`src/rtl/mem_port_arbiter.sv`:
```
// mem_port_arbiter
// Shares the core's single memory port between instruction fetch and the
// load/store path. One transaction is in flight at a time. Data requests win
// arbitration, but after MAX_D_STREAK back-to-back data grants with a fetch
// waiting, the fetch is granted next.
//
// Ports
//   clk, rst                  clock, synchronous active-high reset
//   if_req_* / if_rsp_*       fetch request (valid/addr/ready) and response
//   d_req_* / d_rsp_*         load/store request and response
//   mem_req_* / mem_rsp_*     registered request to memory, response back
//   protocol_err              sticky: response seen with nothing outstanding
module mem_port_arbiter #(
    parameter int ADDR_W       = 32,
    parameter int DATA_W       = 32,
    parameter int MAX_D_STREAK = 4
) (
    input  logic                clk,
    input  logic                rst,
    input  logic                if_req_valid,
    input  logic [ADDR_W-1:0]   if_req_addr,
    output logic                if_req_ready,
    output logic                if_rsp_valid,
    output logic [DATA_W-1:0]   if_rsp_data,
    input  logic                d_req_valid,
    input  logic                d_req_we,
    input  logic [ADDR_W-1:0]   d_req_addr,
    input  logic [DATA_W-1:0]   d_req_wdata,
    input  logic [DATA_W/8-1:0] d_req_be,
    output logic                d_req_ready,
    output logic                d_rsp_valid,
    output logic [DATA_W-1:0]   d_rsp_rdata,
    output logic                mem_req_valid,
    output logic                mem_req_we,
    output logic [ADDR_W-1:0]   mem_req_addr,
    output logic [DATA_W-1:0]   mem_req_wdata,
    output logic [DATA_W/8-1:0] mem_req_be,
    input  logic                mem_req_ready,
    input  logic                mem_rsp_valid,
    input  logic [DATA_W-1:0]   mem_rsp_rdata,
    output logic                protocol_err
);

    localparam logic [3:0] MAX_S = 4'(MAX_D_STREAK);

    typedef enum logic [1:0] {S_IDLE, S_REQ, S_WAIT_RSP} state_t;

    state_t              r_state, w_state_nxt;
    logic                r_owner;      // 0 = fetch, 1 = data
    logic [3:0]          r_streak;
    logic                r_err;
    logic                r_we;
    logic [ADDR_W-1:0]   r_addr;
    logic [DATA_W-1:0]   r_wdata;
    logic [DATA_W/8-1:0] r_be;

    logic w_grant_d, w_grant_f, w_rsp_if, w_rsp_d;

    always_comb begin
        w_state_nxt = r_state;
        w_grant_d   = 1'b0;
        w_grant_f   = 1'b0;
        w_rsp_if    = 1'b0;
        w_rsp_d     = 1'b0;
        case (r_state)
            S_IDLE: begin
                // Data wins unless it has hit its streak limit while a fetch waits.
                if (d_req_valid && ((r_streak < MAX_S) || !if_req_valid))
                    w_grant_d = 1'b1;
                else if (if_req_valid)
                    w_grant_f = 1'b1;
                if (w_grant_d || w_grant_f)
                    w_state_nxt = S_REQ;
            end
            S_REQ: begin
                if (mem_req_ready)
                    w_state_nxt = S_WAIT_RSP;
            end
            S_WAIT_RSP: begin
                if (mem_rsp_valid) begin
                    w_rsp_if    = ~r_owner;
                    w_rsp_d     = r_owner;
                    w_state_nxt = S_IDLE;
                end
            end
            default: w_state_nxt = S_IDLE;
        endcase
    end

    always_ff @(posedge clk) begin
        if (rst) begin
            r_state  <= S_IDLE;
            r_owner  <= 1'b0;
            r_streak <= '0;
            r_err    <= 1'b0;
            r_we     <= 1'b0;
            r_addr   <= '0;
            r_wdata  <= '0;
            r_be     <= '0;
        end else begin
            r_state <= w_state_nxt;
            if (w_grant_d) begin
                r_owner <= 1'b1;
                r_we    <= d_req_we;
                r_addr  <= d_req_addr;
                r_wdata <= d_req_wdata;
                r_be    <= d_req_be;
            end else if (w_grant_f) begin
                r_owner <= 1'b0;
                r_we    <= 1'b0;
                r_addr  <= if_req_addr;
                r_wdata <= '0;
                r_be    <= '1;
            end
            // The streak only counts data grants that made a fetch wait.
            if (w_grant_d && if_req_valid) begin
                if (r_streak < MAX_S)
                    r_streak <= r_streak + 4'd1;
            end else if (w_grant_d || w_grant_f) begin
                r_streak <= '0;
            end
            if (mem_rsp_valid && (r_state != S_WAIT_RSP))
                r_err <= 1'b1;
        end
    end

    // Handshake outputs are held low while reset is asserted.
    assign if_req_ready  = w_grant_f & ~rst;
    assign d_req_ready   = w_grant_d & ~rst;
    assign if_rsp_valid  = w_rsp_if & ~rst;
    assign d_rsp_valid   = w_rsp_d & ~rst;
    assign if_rsp_data   = mem_rsp_rdata;
    assign d_rsp_rdata   = mem_rsp_rdata;
    assign mem_req_valid = (r_state == S_REQ) & ~rst;
    assign mem_req_we    = r_we;
    assign mem_req_addr  = r_addr;
    assign mem_req_wdata = r_wdata;
    assign mem_req_be    = r_be;
    assign protocol_err  = r_err;

endmodule
```
`config.mk`:
```
export PLATFORM = sky130hd
export DESIGN_NAME = mem_port_arbiter
export DESIGN_NICKNAME = d
export VERILOG_FILES = /design/src/rtl/mem_port_arbiter.sv
export SDC_FILE = /design/constraint.sdc
export NUM_CORES = 1
export LEC_CHECK = 0
export ABC_AREA = 0
export CORE_AREA = 2 2 108 110
export CTS_BUF_LIST = sky130_fd_sc_hd__clkbuf_8 sky130_fd_sc_hd__clkbuf_16
export DETAILED_ROUTE_END_ITERATION = 8
export DIE_AREA = 0 0 110 112
export PLACE_DENSITY = 0.88
export SYNTH_ARGS = -nofsm -noshare
export SYNTH_HDL_FRONTEND = slang
export SYNTH_SLANG_ARGS = --single-unit
```
`constraint.sdc`:
```
create_clock -name clk -period 3 [get_ports clk]
set_clock_uncertainty 0.15 [all_clocks]
set_input_delay 0.3 -clock clk [delete_from_list [all_inputs] [get_ports clk]]
set_output_delay 0.3 -clock clk [all_outputs]
set_load 0.05 [all_outputs]
```
Word level (Yosys, flattened, before mapping):

Cells that the tools add are included.

* register bits: 77
* latch bits: 0
* memory bits (writable): 0
* ROM bits: 0
* bits of input ports: 139
* output and inout bits: 139
* logic and storage cells: 63
* memories: 0

* add/sub/neg operators: 1
* multipliers: 0
* divide/modulo/power cells: 0
* order comparisons: 1
* eq/ne operators: 7
* shift operators: 0
* multiplexer cells: 27
* bitwise logic cells: 7
* reduce and logical (&&, ||, !) cells: 12

Operators by type and width (number)
* $mux W32: 4
* $mux W4: 5
* $mux W1: 14
* $ne A2 B2 Y1 const B: 5
* $mux W2: 3
* $pmux W2 S3: 1
* $and A1 B1 Y1: 5
* $add A4 B1 Y4 const B: 1
* $lt A4 B3 Y1 const B: 1
* $reduce_bool A2 Y1: 2
* $logic_and A1 B1 Y1: 3
* $logic_or A1 B1 Y1: 3
* $reduce_and A3 Y1: 1
* $eq A2 B1 Y1 const B: 1
* $eq A2 B2 Y1 const B: 1
* $logic_not A2 Y1: 1
* $not A1 Y1: 2
* $reduce_and A2 Y1: 1
* $logic_not A1 Y1: 1

Logic depth before layout (Yosys ltp):

Gate-level depths: netlist of the first run.

* word-level depth: 9
* depth in mapped cells: 5
* gate-level depth less buffers: 3

Worst setup path after synthesis of the first run:

Ideal clock, no wire load.

* path type: flip-flop to output port
* from: reg r_state[1]
* to: out if_req_ready
* data arrival time: 3270 ps
* data required time: 2550 ps
* setup slack: -720 ps
* stages on the path, launching flop included: 4
* buffers on the path: 1
* cells stage by stage: dfxtp_1 or2_1 buf_2 a2111oi_0

* cells in the longest elaborated chain, start to end: 3

RTL lines
* start: declaration: line 48 `state_t r_state, w_state_nxt;`
* start signal: assignment: line 101 `r_state <= w_state_nxt;`
* $logic_not A2 Y1: line 65 `case (r_state)`
* $mux W1: line 65
* $and A1 B1 Y1: line 128 `assign if_req_ready = w_grant_f & ~rst;`
* end: declaration: line 22 `output logic if_req_ready,`

No other way between the ends.

Final worst setup path of the first run:

* from: reg r_state[1]
* to: out d_rsp_valid

* cells in the longest elaborated chain, start to end: 3

RTL lines
* $eq A2 B2 Y1: line 65
* $mux W1: line 65
* $and A1 B1 Y1: line 131 `assign d_rsp_valid = w_rsp_d & ~rst;`
* end: declaration: line 31 `output logic d_rsp_valid,`

No other way between the ends.

==> reports/results.txt, run 1 <==
Count leader, synth - dfxtp_1
Pre-antenna DRT Iters - 5
Crit path time final - 2.60 ns
LEAKAGE - 1.91 nW
Clock tree buffer depth - 2
Worst skew pair latency - 0.32 ns
Final non-filler cell total - 700
Vias - 3,810
DP Worst Slack - 0.525 ns
Port Buf Inserts - 181
Synth Register Bits - 77
DP HPWL - 8790 um
CP arrival - 2.15 ns
Register area share after synthesis - 40.8%
Diode count - 0
Synth top area cells - dfxtp_1 (41%), buf_4 (13%), a21oi_1 (9.5%)
Total power draw - 3.24 mW
HP Class - reg2reg
Hold-fix buffers, CTS - 0
Worst-Margin Slew - 0.884 ns
Crit-path max FO - 8
Most used DFF post-synth - dfxtp_1
Final core utilization - 49.4%
Met2 usage - 32.4%
Root Driver - clkbuf_16
Max-slew headroom - 41.1%
FMAX - 0.385 GHz
CTS tree - done
Post-synth top cells - dfxtp_1 (77), a21oi_1 (72), nand3_1 (67), buf_4 (65), o21ai_0 (62)
Number of global-route vias before repair - 3,851
Placed Area - 0.00522 mm^2
Critical Path Source Type - register
WL per Instance - 17.5 um
Synthesized Nets - 601
Setup Viol. Count Final - 0
Fillers - 1,049
Fin. Hold Viols - 0
Crit path kind - reg2out
Detailed Route WL - 12,300 um
Yosys cell types - 32
Nets - 692
Share of async-settable or async-resettable flops after synthesis - 0%
Slowest-stage cell, CP - clkdlybuf4s50_1
Number of synthesized flops with an enable pin - 0
Post-DRT Antenna Nets - 0
# rows - 39
Sink Count - 77
Synth area leader - dfxtp_1
Kind of cell adding the most delay to the critical path - buffers and inverters
CTS buffer count - 9
Vias per cell - 5.44
Buf/Inv on CP - 1
Io pins - 278
Die Ht - 112 um
Synthesis-to-layout area growth - 46.2%
GRT overflow - 0
TNS Setup - 0 ns
Core Area - 0.0112 mm^2
GR peak layer - met2
Met3 usage - 5.21%
Hold slack - 0.326 ns
Largest net degree at the start of global routing - 41
Post-Syn Area per Cell - 8.19 um^2
Layout cells sized above 1 - 7.18%
Final period utilization - 86.7%
CP required - 2.55 ns
Synth Warn # - 0
Crit end category - output port
Slew Limit Fails - 0
Die X - 110 um
Global-route wire length before repair - 18,900 um
VDD IR max - 0.249 mV
H-tree depth - 3
Fin area - 0.00552 mm^2
Post-CTS Setup Inserts - 0
Power density over the cells - 586 mW/mm^2
Worst setup margin - 0.400 ns
M1 GR Usage - 22.4%
Post-Place Cells - 684
Post-synth top area share - 40.8%
Antenna violations before repair - 0
DR DRC count - 0
CTS resizes - 0
Die area - 0.0123 mm^2
Worst-path cell chain - nand2b_1, nor4bb_1, clkdlybuf4s50_1
Status - complete, no violations
Initial Util - 33.8%
# Max-Cap Violations - 0
Reg clk slew, reported paths - 0.06 ns
GRT Resource Usage Total - 19.3%
Synthesized area - 0.00378 mm^2
Routability cong. - 0.857
Synthesized instance count - 461
1st-iter DRT viols - 263
Slowest cell delay on critical path - 0.86 ns
RSZ-0062 raised after global routing - no
-- cells by family after synthesis --
family	count (synthesis)	share of synthesized area, %
AOI/OAI and AO/OA	180	27.8
adders and majority gates	1	0.331
buffers and inverters	113	18.1
DFF	77	40.8
and+or+nand+nor	90	13.0
-- worst reg2reg max path, cell delays in order, from the launching register on --
cell      delay [ns]
dfxtp_1         0.39
or2_1           0.45
nor2_4          0.70
a311oi_1        0.23
-- area by class of cell --
cell class	instances	area, um^2	share of cell area, %
Clock buffer	10	239	4.33
Clock inverter	6	62.6	1.13
Inverter	2	7.51	0.136
Multi-Input combinational cell	271	1580	28.6
Sequential cell	77	1540	27.9
Tap cell	143	179	3.24
Timing Repair Buffer	191	1910	34.7
-- cell usage in the layout (no fill, tap or decap), types with 2 or more instances in the layout --
| cell | n |
|---|---|
| buf_4 | 9 |
| a311oi_1 | 32 |
| inv_1 | 2 |
| buf_12 | 3 |
| clkinv_4 | 2 |
| nor2_1 | 3 |
| nand3_1 | 67 |
| nor2_2 | 2 |
| nor4b_1 | 2 |
| o21ai_0 | 62 |
| nor4bb_1 | 2 |
| clkinv_2 | 3 |
| clkdlybuf4s50_1 | 178 |
| o21ai_1 | 7 |
| nand2_1 | 3 |
| o221a_2 | 3 |
| dfxtp_1 | 77 |
| a21oi_1 | 72 |
| clkbuf_16 | 9 |
-- metal layers --
| metal | part of all wire [%] | vias to the layer above |
|---|---|---|
| met5 | 0 | - |
| met4 | 2.9 | 0 |
| met3 | 7.5 | 45 |
| met2 | 49 | 180 |
| met1 | 40 | 1784 |
| li1 | - | 1801 |
-- path summary, 6_finish.rpt --
kind                                        start                end  slack (ns)  cells past startpoint
worst min register to register  mem_req_wdata[21]  mem_req_wdata[21]        0.33                      2
worst max-delay path                   r_state[1]        d_rsp_valid        0.40                      3
worst max register to register         r_state[1]   mem_req_addr[17]        0.89                      3
worst min-delay path            mem_req_wdata[21]  mem_req_wdata[21]        0.33                      2
-- state kept, by name (all words and copies together) (netlist names) --
name	count
r_state	2
r_owner	1
r_streak	4
mem_req_be	4
mem_req_we	1
mem_req_addr	32
protocol_err	1
mem_req_wdata	32
-- power breakdown --
| part | switching (mW) | leakage (nW) | internal [mW] |
|---|---|---|---|
| logic | 0.598 | 1.12 | 0.383 |
| clock network | 0.416 | 0.152 | 0.665 |
| registers | 0.0564 | 0.635 | 1.12 |
Note: power is estimated with default switching activity, not from simulation.
==> run 2: changes to the inputs <==
--- a/config.mk
+++ b/config.mk
@@ -8,9 +8,10 @@
 export ABC_AREA = 0
 export CORE_AREA = 2 2 108 110
 export CTS_BUF_LIST = sky130_fd_sc_hd__clkbuf_8 sky130_fd_sc_hd__clkbuf_16
+export CTS_CLUSTER_DIAMETER = 50
 export DETAILED_ROUTE_END_ITERATION = 8
 export DIE_AREA = 0 0 110 112
-export PLACE_DENSITY = 0.88
+export PLACE_DENSITY = 0.8
 export SYNTH_ARGS = -nofsm -noshare
 export SYNTH_HDL_FRONTEND = slang
 export SYNTH_SLANG_ARGS = --single-unit
==> run 2 against run 1 <==
  * Non-clock buffer count stayed put
  * Flip-flop and latch count did not move
  * Die area did not move
  * Total power decreased by 3.4%
  * Worst setup slack got worse by 0.065 ns
  * Worst hold slack got worse by 0.19 ns
  * Count of clock-buffer cells in the layout did not move
  * Largest cell class unchanged
  * Highest routed layer unchanged
==> reports/results.txt, run 2 (synthesized netlist as in run 1, its figures left out) <==
Status - complete, no violations
Hold-fix buffers, CTS - 0 (unchanged)
Power density over the cells - 572 mW/mm^2 (-2.4%)
H-tree depth - 3 (unchanged)
Fin. Hold Viols - 0 (unchanged)
Crit path kind - reg2out
Max-slew headroom - 36.7% (-4.4 points)
Sink Count - 77 (unchanged)
Post-DRT Antenna Nets - 0 (unchanged)
Most common cell after layout, fill and taps aside - clkdlybuf4s50_1
LEAKAGE - 1.88 nW (-1.4%)
Worst-path cell chain - o21ai_4, nand2_1, nor2_1, buf_12
Reg-to-reg endpoint - mem_req_addr[20]
Pre-antenna DRT Iters - 6 (+1)
# Max-Cap Violations - 0 (unchanged)
TNS Setup - 0 ns (unchanged)
Reg clk slew, reported paths - 0.06 ns (about the same)
Diode count - 0 (unchanged)
Die area - 0.0123 mm^2 (unchanged)
Final period utilization - 88.8% (+2.2 points)
VDD IR max - 0.233 mV (-6.7%)
Crit path time final - 2.67 ns (+0.0654 ns)
Reg2reg setup slack - 0.67 ns (-0.22 ns)
Vias per cell - 5.55 (+1.9%)
Die X - 110 um (unchanged)
Hold slack - 0.131 ns (-0.194 ns)
Nets - 692 (unchanged)
FF-to-FF Start - r_streak[3]
Commonest non-fill, non-tap cells in the layout - clkdlybuf4s50_1 (178), dfxtp_1 (77), a21oi_1 (72), nand3_1 (67), o21ai_0 (62)
Core Area - 0.0112 mm^2 (unchanged)
Crit-path max FO - 32 (+24)
HP Class - in2reg
CP arrival - 2.22 ns (+0.07 ns)
Root Driver - clkbuf_16
DR DRC count - 0 (unchanged)
Port Buf Inserts - 181 (unchanged)
# rows - 39 (unchanged)
GRT Resource Usage Total - 19.5% (+0.20 points)
FMAX - 0.375 GHz (-2.5%)
Detailed Route WL - 12,600 um (+2.7%)
CP required - 2.55 ns (about the same)
DP HPWL - 8550 um (-2.8%)
Layout cells sized above 1 - 6.50% (-0.68 points)
Critical Path Source Type - register
Routability cong. - 0.700 (-18%)
Slowest-stage cell, CP - o21ai_4
Die Ht - 112 um (unchanged)
CTS resizes - 0 (unchanged)
Worst-Margin Slew - 0.950 ns (+0.0659 ns)
Antenna violations before repair - 0 (unchanged)
Vias - 3,866 (+1.5%)
Global-route wire length before repair - 19,000 um (+0.55%)
Worst r2r path cells - 4 (+1)
1st-iter DRT viols - 281 (+6.8%)
Worst skew pair latency - 0.32 ns (about the same)
Crit end category - output port
Hold Path Sink - r_state[1]
Slew Limit Fails - 0 (unchanged)
Initial Util - 33.8% (unchanged)
Number of global-route vias before repair - 3,837 (-0.36%)
CTS buffer count - 9 (unchanged)
Clock tree buffer depth - 2 (unchanged)
GRT overflow - 0 (unchanged)
Synthesis-to-layout area growth - 44.7%
Post-CTS Setup Inserts - 0 (unchanged)
CTS tree - done
WL per Instance - 18.1 um (+3.1%)
Worst hold start - rst
RSZ-0062 raised after global routing - no
Largest net degree at the start of global routing - 41 (unchanged)
Slowest cell delay on critical path - 0.72 ns (-0.14 ns)
Setup Viol. Count Final - 0 (unchanged)
Hold path cells - 2 (unchanged)
Io pins - 278 (unchanged)
[run 2: cell count changes in the layout (fill, tap and decap cells not counted)]
cell	delta
bufinv_16	-1
clkinv_2	-2
inv_1	+1
buf_12	-1
clkinvlp_4	+1
buf_4	+1
clkinv_4	-2
[run 2: worst max path at each step]
stage                      start           end  slack, ns  cells after the start
CTS                  r_streak[3]   d_req_ready       0.28                      4
finish               r_streak[3]   d_req_ready       0.33                      4
detailed placement  if_req_valid  if_req_ready       0.35                      4
global route         r_streak[3]   d_req_ready       0.15                      4
global placement    if_req_valid  if_req_ready       0.37                      4
floorplan                    rst  if_rsp_valid       0.24                      3
[run 2: cell type report]
type / count / area, um^2
Fill cell: 1043 / 5710
Timing Repair Buffer: 191 / 1900
Multi-Input combinational cell: 271 / 1580
Sequential cell: 77 / 1540
Clock buffer: 10 / 239
Tap cell: 143 / 179
Clock inverter: 3 / 16.3
Inverter: 2 / 7.51
[run 2: stage by stage]
stage               utilization [%]  setup WS [ns]  power, mW  instance area, um^2  cells
floorplan                         -          0.237       2.00                 3780    461
global placement               46.6          0.369       2.16                 5210    684
detailed placement             46.6          0.352       2.18                 5210    684
CTS                            48.9          0.276       3.15                 5470    697
global route                   48.9          0.151       3.26                 5470    697
finish                         48.9          0.335       3.13                 5470    697
[run 2: critical path, delay by kind of cell, from the launching register on]
family | cells | cell delay, ns
AO/OA/AOI/OAI | 1 | 0.72
AND/OR/NAND/NOR | 2 | 0.62
flip-flops | 1 | 0.37
buffers and inverters | 1 | 0.17
[run 2: report_power, final]
part | leakage (nW) | internal, mW | total [mW] | switching, mW
clock | 0.127 | 0.564 | 0.965 | 0.401
sequential | 0.635 | 1.12 | 1.17 | 0.0543
combinational | 1.12 | 0.385 | 0.988 | 0.603
[run 2: per-layer routing]
| layer | GRT usage, % | part of all wire, % | vias to the layer above |
|---|---|---|---|
| met5 | 0 | 0 | - |
| met3 | 6.44 | 10 | 31 |
| li1 | - | - | 1799 |
| met2 | 34.0 | 49 | 223 |
| met4 | 7.93 | 2.2 | 0 |
| met1 | 21.5 | 39 | 1813 |
